===== config.mk =====
export PLATFORM = sky130hd
export DESIGN_NAME = multi_source_probe
export DESIGN_NICKNAME = d
export VERILOG_FILES = /design/src/rtl/multi_source_probe.sv
export SDC_FILE = /design/constraint.sdc
export NUM_CORES = 1
export LEC_CHECK = 0
export BUFFER_PORTS_ARGS = -buffer_cell sky130_fd_sc_hd__buf_2
export CORE_ASPECT_RATIO = 0.75
export CORE_MARGIN = 5
export CORE_UTILIZATION = 30
export DETAILED_ROUTE_END_ITERATION = 7
export SKIP_LAST_GASP = 1
export SLEW_MARGIN = 20
export SYNTH_ARGS = -nofsm -noshare
export SYNTH_HDL_FRONTEND = slang
export SYNTH_SLANG_ARGS = --single-unit

===== constraint.sdc =====
create_clock -name source_clk -period 36.3 [get_ports source_clk]
set_input_delay 9.075 -clock source_clk [delete_from_list [all_inputs] [get_ports source_clk]]
set_output_delay 9.075 -clock source_clk [all_outputs]
set_load 0.05 [all_outputs]

===== src/rtl/multi_source_probe.sv =====
// CHANNELS x WIDTH in-system source/probe block with a command/response host port.
// Define SRCPROBE_CHANGE_CNT_EN to add per-channel change counters and the rsp_count port.
module multi_source_probe #(
    parameter int               CHANNELS     = 4,
    parameter int               WIDTH        = 32,
    parameter int               SYNC_STAGES  = 2,
    parameter logic [WIDTH-1:0] SOURCE_INIT  = '0,
    parameter int               PULSE_CYCLES = 4,
    localparam int              CW           = (CHANNELS > 1) ? $clog2(CHANNELS) : 1
) (
    input  logic                      source_clk,
    input  logic                      source_rst,
    input  logic [CHANNELS*WIDTH-1:0] probe,
    output logic [CHANNELS*WIDTH-1:0] source,
    input  logic                      cmd_valid,
    output logic                      cmd_ready,
    input  logic [1:0]                cmd_op,
    input  logic [CW-1:0]             cmd_chan,
    input  logic [WIDTH-1:0]          cmd_wdata,
    output logic                      rsp_valid,
    output logic [WIDTH-1:0]          rsp_data,
`ifdef SRCPROBE_CHANGE_CNT_EN
    output logic [15:0]               rsp_count,
`endif
    output logic                      busy
);

    localparam int PCW = (PULSE_CYCLES > 1) ? $clog2(PULSE_CYCLES) : 1;

    typedef enum logic [1:0] {
        IDLE  = 2'd0,
        RESP  = 2'd1,
        PULSE = 2'd2
    } state_t;

    state_t           state_reg;
    logic [WIDTH-1:0] source_reg [CHANNELS];
    logic [WIDTH-1:0] sync_probe [CHANNELS];
    logic [WIDTH-1:0] sticky_w   [CHANNELS];
    logic [CHANNELS-1:0] clear_sel;
    logic             accept;

    logic [WIDTH-1:0] saved_reg;
    logic [WIDTH-1:0] pulse_data_reg;
    logic [CW-1:0]    pulse_chan_reg;
    logic [PCW-1:0]   count_reg;

    logic [WIDTH-1:0] rd_probe;
    logic [WIDTH-1:0] rd_sticky;
    logic [WIDTH-1:0] rd_source;

    assign cmd_ready = (state_reg == IDLE);
    assign busy      = (state_reg != IDLE);
    assign accept    = cmd_valid && (state_reg == IDLE);

`ifdef SRCPROBE_CHANGE_CNT_EN
    logic [15:0] cnt_w [CHANNELS];
    logic [15:0] rd_cnt;
`endif

    genvar gi;
    generate
        for (gi = 0; gi < CHANNELS; gi++) begin : g_chan
            logic [WIDTH-1:0] stage_reg [SYNC_STAGES];
            logic [WIDTH-1:0] prev_reg;
            logic [WIDTH-1:0] sticky_reg;
            logic [WIDTH-1:0] change;

            assign sync_probe[gi] = stage_reg[SYNC_STAGES-1];
            assign change         = sync_probe[gi] ^ prev_reg;
            assign sticky_w[gi]   = sticky_reg;
            assign clear_sel[gi]  = accept && (cmd_op == 2'b11) && (cmd_chan == CW'(gi));
            assign source[gi*WIDTH +: WIDTH] = source_reg[gi];

            always_ff @(posedge source_clk or posedge source_rst) begin
                if (source_rst) begin
                    for (int s = 0; s < SYNC_STAGES; s++) stage_reg[s] <= '0;
                    prev_reg   <= '0;
                    sticky_reg <= '0;
                end else begin
                    stage_reg[0] <= probe[gi*WIDTH +: WIDTH];
                    for (int s = 1; s < SYNC_STAGES; s++) stage_reg[s] <= stage_reg[s-1];
                    prev_reg <= sync_probe[gi];
                    // A change landing on the clear edge survives the clear.
                    sticky_reg <= (clear_sel[gi] ? '0 : sticky_reg) | change;
                end
            end

`ifdef SRCPROBE_CHANGE_CNT_EN
            logic [15:0] cnt_reg;
            assign cnt_w[gi] = cnt_reg;

            always_ff @(posedge source_clk or posedge source_rst) begin
                if (source_rst) begin
                    cnt_reg <= '0;
                end else if (clear_sel[gi]) begin
                    cnt_reg <= {15'd0, |change};
                end else if ((|change) && (cnt_reg != 16'hFFFF)) begin
                    cnt_reg <= cnt_reg + 16'd1;
                end
            end
`endif
        end
    endgenerate

    // Unmatched channel numbers leave every read at zero.
    always_comb begin
        rd_probe  = '0;
        rd_sticky = '0;
        rd_source = '0;
`ifdef SRCPROBE_CHANGE_CNT_EN
        rd_cnt    = '0;
`endif
        for (int c = 0; c < CHANNELS; c++) begin
            if (cmd_chan == CW'(c)) begin
                rd_probe  = sync_probe[c];
                rd_sticky = sticky_w[c];
                rd_source = source_reg[c];
`ifdef SRCPROBE_CHANGE_CNT_EN
                rd_cnt    = cnt_w[c];
`endif
            end
        end
    end

    always_ff @(posedge source_clk or posedge source_rst) begin
        if (source_rst) begin
            state_reg      <= IDLE;
            for (int c = 0; c < CHANNELS; c++) source_reg[c] <= SOURCE_INIT;
            rsp_valid      <= 1'b0;
            rsp_data       <= '0;
            saved_reg      <= '0;
            pulse_data_reg <= '0;
            pulse_chan_reg <= '0;
            count_reg      <= '0;
`ifdef SRCPROBE_CHANGE_CNT_EN
            rsp_count      <= '0;
`endif
        end else begin
            rsp_valid <= 1'b0;
            case (state_reg)
                IDLE: begin
                    if (cmd_valid) begin
                        case (cmd_op)
                            2'b00: begin
                                rsp_data  <= rd_probe;
                                state_reg <= RESP;
                            end
                            2'b01: begin
                                for (int c = 0; c < CHANNELS; c++)
                                    if (cmd_chan == CW'(c)) source_reg[c] <= cmd_wdata;
                                rsp_data  <= cmd_wdata;
                                state_reg <= RESP;
                            end
                            2'b10: begin
                                for (int c = 0; c < CHANNELS; c++)
                                    if (cmd_chan == CW'(c)) source_reg[c] <= cmd_wdata;
                                saved_reg      <= rd_source;
                                pulse_chan_reg <= cmd_chan;
                                pulse_data_reg <= cmd_wdata;
                                count_reg      <= PCW'(PULSE_CYCLES - 1);
                                state_reg      <= PULSE;
                            end
                            default: begin
                                rsp_data  <= rd_sticky;
`ifdef SRCPROBE_CHANGE_CNT_EN
                                rsp_count <= rd_cnt;
`endif
                                state_reg <= RESP;
                            end
                        endcase
                    end
                end
                PULSE: begin
                    if (count_reg == '0) begin
                        for (int c = 0; c < CHANNELS; c++)
                            if (pulse_chan_reg == CW'(c)) source_reg[c] <= saved_reg;
                        rsp_data  <= pulse_data_reg;
                        state_reg <= RESP;
                    end else begin
                        count_reg <= count_reg - PCW'(1);
                    end
                end
                RESP: begin
                    rsp_valid <= 1'b1;
                    state_reg <= IDLE;
                end
                default: state_reg <= IDLE;
            endcase
        end
    end

endmodule

==> impl_metrics.tcl, run 1 <==
set metrics [dict create \
    crit_top_cell "buf_4" \
    final_common_cell "dfrtp_1" \
    cts_buffer_depth 3 \
    fp.dieW_um 357 \
    holdCritPathClass "reg -> reg" \
    crit_path_end_kind "flip-flop" \
    grt_pass1_wl_um 115000 \
    mostFrequentLayoutCells "dfrtp_1 (743), buf_2 (327), nor2_1 (192)" \
    clk_latency_ps 640 \
    crit_family "buffers and inverters" \
    slew_headroom 0.256 \
    synth_ff_type "dfrtp_1" \
    synth_cells 1937 \
    drtAntennaViolNets 0 \
    worstMarginPinSlew_ps 1120 \
    ir_drop_v 0.0000761 \
    multiInputGateArea_um2 8120 \
    routed_wl_um 76400 \
    fp.dieArea_um2 96700 \
    fp.dieH_um 271 \
    start_util 0.303 \
    min_from "g_chan[1].stage_reg[42]" \
    syn_area_um2 27200 \
    setup_ws_ps 24760 \
    drt-initial-drc-count 1529 \
    gp_congestion 0.795 \
    area_delta_synth_final_pct 20.9 \
    synth_cell_type_count 38 \
    crit_path_max_incr_delay_ps 610 \
    largest_reg_flops 256 \
    leakage_uw 0.0141 \
    dp_slack_ps 23560 \
    vias_per_cell 4.77 \
    final_min_period_over_clock_period 0.318 \
    status "complete, no violations" \
    clkTransAtPathRegs_ps 60 \
    antenna_found_initial 5 \
    maxCapViolCount 0 \
    num_rows 95 \
    grt_pass1_vias 17655 \
    drt-met1-wl_um 36200 \
    fin_cells 3538 \
    worstPathCellList "buf_4 > buf_4 > or3_1 > buf_4 > o21ai_0 > a2111oi_0 > a211oi_1" \
    min_to "g_chan[1].stage_reg[10]" \
    post-route-min-period_ps 11540 \
    numPortBuffers 329 \
    ios 330 \
    slowest_stage "buf_4" \
    dr_wl_met3_um 5690 \
    timing.final.max_slew_violations 0 \
    grt_max_degree 186 \
    seq_area_um2 18600 \
    power_density_nw_per_um2 82.3 \
    nNetsFinal 2433 \
    hold_path_depth 0 \
    cp.arrival_ps 12010 \
    wire_per_inst_um 21.6 \
    wl_met2_um 32700 \
    critPathKind "in -> reg" \
    r2r_end "saved_reg[27]" \
    max_clock_freq_mhz 86.7 \
    cp_max_fo 47 \
    r2r_start "state_reg[0]" \
    rsz0062_at_grt "false" \
    postCtsSetupBuffers 0 \
    synth-edff-count 0 \
    fin_skew_ps 27.1 \
    grt-ovfl-total 0 \
    synth_nets 2109 \
    required_ps 36780 \
    cts_tree "done" \
    first_pass_iters 5 \
    setup_viol 0 \
    fillers 8541 \
    root_buffer "clkbuf_16" \
    tns_ps 0 \
    post_route_cells_drive_above_1_share 0.266 \
    rrSetupSlack_ps 33160 \
    synthArstFlopShare 1.00 \
    ctsResizeCount 0 \
    ys_seq_area_frac 0.685 \
    cts_sinks 743 \
    worstSetupStartpointType "input port" \
    h-tree-depth 3 \
    hold_viol 0 \
    drc 0 \
    rr_worst_depth 4 \
    vias 16881 \
    route.top_layer_used "met5" \
    ys_ff_latch 743 \
    coreArea_um2 89700 \
    yosys_warnings 0 \
    hold_buffers 0 \
    dp_cells 3393 \
    numCtsBuffers 77 \
    cp.buffers_inverters 3 \
    syn_avg_cell_area_um2 14.0 \
    dp_hpwl_um 50000 \
    groute.usage.overall 0.157 \
]
[synth_stat cells (19+ instances only)]
cell type  number  area share
xor2_1        128       0.041
o21ai_0        65       0.012
a211oi_1       19      0.0053
mux2i_1       116       0.043
nor2_1        192       0.027
nand2_1        35      0.0048
mux4_2         32       0.027
mux2_2         78       0.032
clkbuf_1       61      0.0084
a21oi_1       132       0.024
a2111oi_0      20      0.0065
nor3_1         31      0.0057
buf_2          43      0.0079
a21o_1        129       0.036
dfrtp_1       743        0.68
and2_1         20      0.0046
[where the power goes]
group / leakage, uW / total [uW] / switching, uW / internal [uW]
combinational: 0.00460 / 778 / 561 / 217
clock: 0.00130 / 822 / 344 / 479
sequential: 0.00824 / 1100 / 116 / 984
[cell type report]
cell class,count,area share
antenna,6,0.000457
clock buffer,100,0.0647
clock inverter,38,0.0164
inverter,7,0.00118
multi-input combinational,1080,0.247
sequential,743,0.566
tap,1212,0.0462
timing repair buffer,352,0.0575
[worst max-delay path by stage]
stage / from / to / slack [ps] / cells after the start
floorplan: source_rst / count_reg[0] / 6380 / 1
detailed placement: cmd_chan[1] / g_chan[2].sticky_reg[30] / 23560 / 5
CTS: cmd_chan[1] / g_chan[2].sticky_reg[15] / 24260 / 5
global placement: cmd_chan[1] / g_chan[2].sticky_reg[7] / 23710 / 5
global route: source_rst / source[79] / 24210 / 5
finish: cmd_chan[1] / rsp_data[11] / 24760 / 7
[cell families after synthesis]
| kind of cell | count (synthesis) | share of synthesized area |
|---|---|---|
| buffers and inverters | 114 | 0.0177 |
| flip-flops | 743 | 0.685 |
| XOR/XNOR | 128 | 0.0413 |
| AO/OA/AOI/OAI | 419 | 0.104 |
| multiplexers | 226 | 0.102 |
| adder cells (fa/ha/maj) | 5 | 0.00230 |
| AND/OR/NAND/NOR | 302 | 0.0482 |
[metal layers]
| layer | GRT usage | up-vias |
|---|---|---|
| li1 | - | 7383 |
| met1 | 0.233 | 8743 |
| met2 | 0.227 | 630 |
| met3 | 0.0407 | 123 |
| met4 | 0.0399 | 2 |
| met5 | 0 | - |
[metrics by stage]
step	area [um^2]	hold slack (ps)	util	total power, uW
global placement	30100	334	0.335	1870
CTS	32800	328	0.365	2730
detailed placement	30100	335	0.336	1900
floorplan	27200	331	-	1660
finish	32800	325	0.366	2700
global route	32800	341	0.366	2830
(Power assumes the default switching activity.)
==> inputs of run 2 (changes only) <==
- ABC_AREA: not set -> 1
- clock period: 36.3 -> 9.9 ns (I/O delays scaled with it)
==> run 2 against run 1 <==
  * Clock skew is 4.9 ps higher
  * Sequential share of layout area fell by 1.5 points
  * Total power increased to 3.8 times the previous value
  * Cell count increased by 25%
  * Non-clock buffer count increased by 4
  * Area after synthesis rose by 3.6%
  * Global-route usage increased by 1.7 points
  * Register-to-register slack worse by 28000 ps
  * Critical endpoint is now source[45]
  * Largest power group unchanged
==> impl_metrics.tcl, run 2 <==
set metrics [dict create \
    dp_cells 4259 \
    cts_sinks 743 \
    timing.final.max_slew_violations 0 \
    ios 330 \
    synth_cells 2815 \
    post-route-min-period_ps 5100 \
    slowest_stage "nor2_8" \
    numCtsBuffers 78 \
    setup_viol 0 \
    cts_buffer_depth 3 \
    holdCritPathClass "reg -> reg" \
    rsz0062_at_grt "false" \
    cp.arrival_ps 5580 \
    gp_congestion 0.815 \
    grt-ovfl-total 0 \
    numPortBuffers 329 \
    required_ps 10380 \
    mostFrequentLayoutCells "nand2_1 (778), dfrtp_1 (743), o21ai_0 (360)" \
    r2r_end "source[3]" \
    rr_worst_depth 9 \
    crit_path_max_incr_delay_ps 660 \
    leakage_uw 0.0157 \
    ys_ff_latch 743 \
    dp_slack_ps 4140 \
    start_util 0.302 \
    crit_path_end_kind "flip-flop" \
    synth-edff-count 0 \
    final_min_period_over_clock_period 0.515 \
    use_met2 0.254 \
    ctsResizeCount 0 \
    ys_seq_area_frac 0.661 \
    antenna_found_initial 12 \
    synthArstFlopShare 1.00 \
    yosys_warnings 0 \
    use_met3 0.0566 \
    ys_top_cells_by_count "nand2_1 (780), dfrtp_1 (743), o21ai_0 (361), inv_1 (209), xnor2_1 (128)" \
    yosysTopAreaCellShare 0.661 \
    crit_family "simple AND/OR/NAND/NOR gates" \
    worstMarginPinSlew_ps 1160 \
    grt_max_degree 103 \
    min_to "g_chan[0].stage_reg[1]" \
    grtUsageMet1 0.249 \
    postCtsSetupBuffers 0 \
    vias_per_cell 4.60 \
    hold_buffers 0 \
    nNetsFinal 3275 \
    synth_cell_type_count 28 \
    largest_reg_flops 256 \
    slew_headroom 0.227 \
    synth_nets 2987 \
    switching_share 0.404 \
    final_common_cell "nand2_1" \
    p_clk_frac 0.298 \
    tns_ps 0 \
    synth_ff_type "dfrtp_1" \
    critPathKind "in -> reg" \
    num_rows 97 \
    syn_avg_cell_area_um2 9.99 \
    switchingPower_uw 4130 \
    combPwrFrac 0.316 \
    clk_latency_ps 630 \
    routed_wl_um 86800 \
    post_route_cells_drive_above_1_share 0.165 \
    p_seq_frac 0.386 \
    hold_viol 0 \
    max_clock_freq_mhz 196 \
    root_buffer "clkbuf_16" \
    intPower_uw 6090 \
    min_from "g_chan[0].stage_reg[33]" \
    vias 20255 \
    grt_pass1_vias 20127 \
    clkTransAtPathRegs_ps 60 \
    drc 0 \
    h-tree-depth 3 \
    cts_tree "done" \
    fp.dieW_um 364 \
    fin_cells 4405 \
    syn_area_um2 28100 \
    wire_per_inst_um 19.7 \
    drtAntennaViolNets 0 \
    area_delta_synth_final_pct 19.9 \
    r2r_start "state_reg[1]" \
    groute.usage.overall 0.173 \
    setup_ws_ps 4800 \
    worstSetupStartpointType "input port" \
    maxCapViolCount 0 \
    fp.dieArea_um2 100000 \
    power_density_nw_per_um2 303 \
    yosys-top-cells-area "dfrtp_1 (66%), nand2_1 (10%), o21ai_0 (6.4%), xnor2_1 (4.0%), inv_1 (2.8%)" \
    ir_drop_v 0.000175 \
    synth_top_area_cell "dfrtp_1" \
    fin_skew_ps 32.0 \
    rrSetupSlack_ps 5320 \
    dp_hpwl_um 57400 \
    synth_most_common_cell "nand2_1" \
    grt_pass1_wl_um 131000 \
    status "complete, no violations" \
    coreArea_um2 93200 \
    drt-initial-drc-count 1876 \
    cp_max_fo 46 \
    cp.buffers_inverters 3 \
    whs_ps 339 \
    top_usage_layer "met2" \
    first_pass_iters 5 \
    fp.dieH_um 275 \
    worstPathCellList "buf_4 > inv_2 > nand2_4 > inv_2 > o21ai_2 > nor2_8 > o21ai_0" \
    crit_top_cell "inv_2" \
    hold_path_depth 0 \
]
-- run 2: how the worst max path moves through the flow --
stage                           start      endpoint  slack (ps)  depth (start not counted)
after floorplan            source_rst  count_reg[0]       -2760                          1
after global placement    cmd_chan[1]    source[35]        4160                          7
after detailed placement  cmd_chan[1]    source[45]        4140                          7
after CTS                 cmd_chan[1]    source[45]        4820                          7
after global routing      cmd_chan[1]    source[97]        4620                          9
final                     cmd_chan[1]    source[45]        4800                          7
-- run 2: cells by family (layout without fill, tap and decap cells) --
family	Yosys count	count (layout)	synth area share
buffers and inverters	367	717	0.0526
adder cells (fa/ha/maj)	5	5	0.00222
other	0	3	0
AO/OA/AOI/OAI	556	556	0.102
XOR/XNOR	128	128	0.0399
flip-flops	743	743	0.661
AND/OR/NAND/NOR	1016	1016	0.142
-- run 2: metrics by stage --
step / utilization / power, uW / instance area, um^2
floorplan: - / 6190 / 28100
global placement: 0.332 / 7200 / 31000
detailed placement: 0.332 / 7240 / 31000
CTS: 0.361 / 10300 / 33700
global route: 0.361 / 10800 / 33700
finish: 0.362 / 10200 / 33700
-- run 2: area by class of cell --
type / instances / area, um^2
Tap cell: 1237 / 1550
Clock buffer: 106 / 2280
Timing Repair Buffer: 356 / 1920
Clock inverter: 36 / 407
Antenna cell: 3 / 7.51
Inverter: 219 / 832
Multi-Input combinational cell: 1705 / 8120
Fill cell: 9356 / 59500
Sequential cell: 743 / 18600
-- run 2: worst register-to-register path: cells and delay by family (launching register included) --
family                 cells  cell delay [ps]
buffers and inverters      3             1970
AND/OR/NAND/NOR            3             1080
AO/OA/AOI/OAI              3             1010
flip-flops                 1              440
-- run 2: metal layers --
| metal | wire [um] | vias up |
|---|---|---|
| li1 | - | 9514 |
| met1 | 39700 | 9917 |
| met2 | 37000 | 692 |
| met3 | 8180 | 122 |
| met4 | 1740 | 10 |
| met5 | 69 | - |
-- run 2: power groups by stage --
stage	sequential [uW]	clock (uW)	combinational, uW
2_1_floorplan	4970	0	1220
3_3_place_gp	3990	0	3210
3_5_place_dp	3990	0	3250
4_1_cts	3940	3130	3260
5_1_grt	4010	3260	3500
6_report	3950	3050	3230
